`src/rtl/int_to_float.sv`:
```
// Multi-cycle signed 32-bit integer to IEEE-754 single converter.
// Normalises one bit per cycle, rounds to nearest-even, handshakes on both sides.
module int_to_float (
   input  logic        clk,
   input  logic        rst,
   input  logic [31:0] input_a,
   input  logic        input_a_stb,
   output logic        input_a_ack,
   output logic [31:0] output_z,
   output logic        output_z_stb,
   input  logic        output_z_ack
);

   typedef enum logic [2:0] {
      GET_A, CONVERT_0, NORMALISE, ROUND, PACK, PUT_Z
   } state_t;

   state_t      state_q, state_d;
   logic [31:0] a_q, a_d;
   logic [31:0] value_q, value_d;
   logic [7:0]  exp_q, exp_d;
   logic        sign_q, sign_d;
   logic [22:0] m_q, m_d;
   logic        ack_q, ack_d;
   logic [31:0] z_q, z_d;
   logic        stb_q, stb_d;

   logic        guard, sticky;
   logic [24:0] m_inc;

   assign guard  = value_q[7];
   assign sticky = |value_q[6:0];
   assign m_inc  = {1'b0, value_q[31:8]} + 25'd1;

   always_comb begin
      state_d = state_q;
      a_d     = a_q;
      value_d = value_q;
      exp_d   = exp_q;
      sign_d  = sign_q;
      m_d     = m_q;
      ack_d   = ack_q;
      z_d     = z_q;
      stb_d   = stb_q;
      case (state_q)
         GET_A: begin
            ack_d = 1'b1;
            if (input_a_stb && ack_q) begin
               a_d     = input_a;
               ack_d   = 1'b0;
               state_d = CONVERT_0;
            end
         end
         CONVERT_0: begin
            if (a_q == 32'd0) begin
               z_d     = 32'd0;
               stb_d   = 1'b1;
               state_d = PUT_Z;
            end else begin
               // Two's-complement negate; 0x80000000 maps onto itself as unsigned 2^31.
               sign_d  = a_q[31];
               value_d = a_q[31] ? (~a_q + 32'd1) : a_q;
               exp_d   = 8'd31;
               state_d = NORMALISE;
            end
         end
         NORMALISE: begin
            if (value_q[31]) begin
               state_d = ROUND;
            end else begin
               value_d = value_q << 1;
               exp_d   = exp_q - 8'd1;
            end
         end
         ROUND: begin
            m_d = value_q[30:8];
            if (guard && (sticky || value_q[8])) begin
               // Carry out of 24 bits leaves the hidden 1 with a zero fraction.
               if (m_inc[24]) begin
                  m_d   = 23'd0;
                  exp_d = exp_q + 8'd1;
               end else begin
                  m_d = m_inc[22:0];
               end
            end
            state_d = PACK;
         end
         PACK: begin
            z_d     = {sign_q, exp_q + 8'd127, m_q};
            stb_d   = 1'b1;
            state_d = PUT_Z;
         end
         PUT_Z: begin
            if (output_z_ack) begin
               stb_d   = 1'b0;
               state_d = GET_A;
            end
         end
         default: state_d = GET_A;
      endcase
   end

   always_ff @(posedge clk) begin
      if (rst) begin
         state_q <= GET_A;
         a_q     <= '0;
         value_q <= '0;
         exp_q   <= '0;
         sign_q  <= 1'b0;
         m_q     <= '0;
         ack_q   <= 1'b0;
         z_q     <= '0;
         stb_q   <= 1'b0;
      end else begin
         state_q <= state_d;
         a_q     <= a_d;
         value_q <= value_d;
         exp_q   <= exp_d;
         sign_q  <= sign_d;
         m_q     <= m_d;
         ack_q   <= ack_d;
         z_q     <= z_d;
         stb_q   <= stb_d;
      end
   end

   assign input_a_ack  = ack_q;
   assign output_z     = z_q;
   assign output_z_stb = stb_q;

endmodule

```
`config.mk`:
```
export PLATFORM = sky130hd
export DESIGN_NAME = int_to_float
export DESIGN_NICKNAME = d
export VERILOG_FILES = /design/src/rtl/int_to_float.sv
export SDC_FILE = /design/constraint.sdc
export NUM_CORES = 1
export LEC_CHECK = 0
export BUFFER_PORTS_ARGS = -buffer_cell sky130_fd_sc_hd__buf_2
export CAP_MARGIN = 40
export CORE_MARGIN = 1
export CORE_UTILIZATION = 24
export DETAILED_ROUTE_END_ITERATION = 8
export PLACE_DENSITY_LB_ADDON = 0.1
export SYNTH_ARGS = -nofsm -noshare
export SYNTH_HDL_FRONTEND = slang
export SYNTH_SLANG_ARGS = --single-unit
```
`constraint.sdc`:
```
create_clock -name clk -period 3.75 [get_ports clk]
set_input_delay 0.1875 -clock clk [delete_from_list [all_inputs] [get_ports clk]]
set_output_delay 0.1875 -clock clk [all_outputs]
set_load 0.01 [all_outputs]
```
==> results.tsv <==
metric	value	unit
Adder-Cell Fraction of Synth Area	2.08	%
drt initial violations	298	
DIE HEIGHT	165	um
commonest cells in the netlist	dfxtp_1, nand2_1, a21oi_1	
Routed WL	18300	um
row count	59	
Avg Inst Size Synth	8.35	um^2
Setup Skew	0.0148	ns
Hold Buf Count CTS	25	
EDFF count, synth	0	
setup TNS	0	ns
CP endpoint kind	flip-flop	
worst endpoint required time	4.07	ns
Post-CTS Setup Bufs	0	
Mapped Cells	762	
Main synth FF type	dfxtp_1	
max_cap viols	0	
CP endpoint	output_z[25]	
FF-to-FF path depth	9	
# setup viols final	0	
ys async rst share	0	%
ANT cells	0	
worst vdd ir	241	uV
Fill cells	2825	
HPWL Detailed	12900	um
Cell Area, Synth	0.00636	mm^2
Synth Area in Simple Gates	18.8	%
Ports	70	
synthesized net count	808	
fin. max-slew vios	0	
Die W	165	um
HP Class	in2reg	
synth top area cells	dfxtp_1, nand2_1, xnor2_1, a21oi_1, a22o_1	
Clock Path Buffers	2	
routability-driven placement congestion ratio	0.741	
compound-gate portion of the synthesized area	24.0	%
H-tree lvl count	4	
layout cells sized above 1	16.0	%
crit share post-route	82.2	%
Period minus WS final	3.08	ns
total CTS buffers	17	
Netlist cell types	56	
first drt pass iteration count	5	
Starting Density	24.4	%
Synth warnings	0	
Max Freq	0.325	GHz
relative slew slack	58.7	%
Static Leakage	3.04	nW
CP arrival	3.40	ns
largest family of logic cells by synthesized area	compound AO/OA/AOI/OAI gates	
vias in the first global route	5304	
Placeable Area	0.0261	mm^2
nets	895	
Finished Core Util	30.6	%
first-pass GRT wire length	30000	um
vias per cell	4.56	
post-synthesis mux area share	0.334	%
total track usage	14.2	%
die area	0.0272	mm^2
#FFs+latches synth	133	
clk root buf	clkbuf_16	
Final Hold Fails	0	
# DRC	0	
grt ovf	0	
startpoint types	flip-flop	
Area growth, synth to finish	25.3	%
reg-to-reg slack, setup	0.67	ns
post-DR wirelength/cell	15.3	um
CP startpoint	a_q[1]	
RSZ-0062 raised after global routing	false	
post-CTS sizing	0	
post-synthesis xor/xnor area fraction	8.40	%
pin count of the biggest net entering global routing	54	
Worst Path Class, Setup	reg2reg	
initial antenna violation count	0	
status	completed	
Clock Sink Count	133	
Synth area leader	dfxtp_1	
Worst-Margin Slew	0.613	ns
crit path max fanout	32	
share of the yosys chip area belonging to registers	41.8	%
TritonCTS clock tree	yes	
PortBufs	69	
Routed Antenna Nets	0	
top cell type's share of synthesized area	41.8	%
latest clock arrival within the worst-skew pair	0.42	ns
PD cells	653	mW/mm^2
most numerous cell in the Yosys netlist	dfxtp_1	
worst r2r src	a_q[1]	
clk slew on worst S/H paths	0.07	ns
vias	5463	
R2R Path End	output_z[25]	
==> flip-flops by register name (all words and copies together), names as in the netlist <==
| signal | count |
|---|---|
| a_q | 32 |
| state_q | 3 |
| exp_q | 8 |
| output_z | 32 |
| output_z_stb | 1 |
| value_q | 32 |
| input_a_ack | 1 |
| sign_q | 1 |
| m_q | 23 |
==> report_power, final <==
part / leakage, nW / switching (mW) / internal (mW)
sequential: 1.08 / 0.257 / 1.60
clock: 0.290 / 0.678 / 1.06
combinational: 1.67 / 0.939 / 0.681
==> area by class of cell <==
cell class,instances,area (um^2),share of cell area [%]
Timing Repair Buffer,120,791,9.92
Clock inverter,13,168,2.10
Multi-Input combinational cell,556,3420,42.9
Sequential cell,133,2660,33.4
Tap cell,335,419,5.26
Clock buffer,19,433,5.43
Inverter,21,78.8,0.989
==> cell families after synthesis <==
kind of cell    count (synthesis)
mux                             2
xor+xnor                       61
simple gates                  259
buf+inv                        73
fa+ha+maj                      10
flops                         133
compound gates                224
==> how the worst min path moves through the flow <==
stage            startpoint  slack (ns)      endpoint  cells past startpoint
6_report        input_a[13]        0.02       a_q[13]                      3
3_5_place_dp   output_z_ack        0.43  output_z_stb                      2
3_3_place_gp   output_z_ack        0.43  output_z_stb                      2
2_1_floorplan  output_z_ack        0.30  output_z_stb                      1
4_1_cts         input_a[13]      0.0002       a_q[13]                      3
5_1_grt         input_a[13]       0.003       a_q[13]                      3
==> worst max-delay path: stages, from the launching register on <==
cell and delay, ns:
dfxtp_1 0.36, inv_1 0.07, ha_1 0.17, or4b_1 0.48
or4_1 0.57, or4_4 0.57, a21oi_2 0.19, nor2_2 0.05
buf_4 0.25, a22o_1 0.27
==> through the flow <==
step	power, mW	instance area [um^2]	hold WS (ns)	setup WS (ns)	cells
CTS	5.29	7970	0.000185	0.620	1197
global route	5.58	7970	0.00312	0.404	1197
detailed placement	3.50	7120	0.428	0.617	1140
floorplan	3.01	6360	0.303	0.559	762
finish	5.21	7970	0.0229	0.669	1197
global placement	3.51	7110	0.431	0.650	1139
==> layout by cell type (no fill, tap or decap), types with 9 or more instances in the layout <==
master | netlist | layout
xnor2_1 | 44 | 44
o31ai_1 | 10 | 10
ha_1 | 9 | 9
a211oi_1 | 12 | 12
nand2_1 | 118 | 118
nand4_1 | 9 | 9
o21ai_0 | 45 | 45
buf_4 | 0 | 26
clkbuf_16 | 0 | 17
buf_2 | 6 | 69
a221oi_1 | 10 | 10
o41ai_1 | 11 | 11
inv_1 | 20 | 20
nand3_1 | 13 | 13
xor2_1 | 17 | 17
nor3_1 | 21 | 20
a22o_1 | 32 | 32
dfxtp_1 | 133 | 133
nor2_1 | 49 | 48
a21oi_1 | 58 | 58
dlygate4sd3_1 | 0 | 25
==> layer usage <==
layer | up-vias | routed length (um) | track usage (%)
met5 | - | 0 | 0
met4 | 0 | 159 | 3.75
met3 | 11 | 678 | 2.86
met2 | 96 | 7330 | 20.1
met1 | 2445 | 10200 | 21.4
li1 | 2911 | - | -
(Power assumes the default switching activity.)
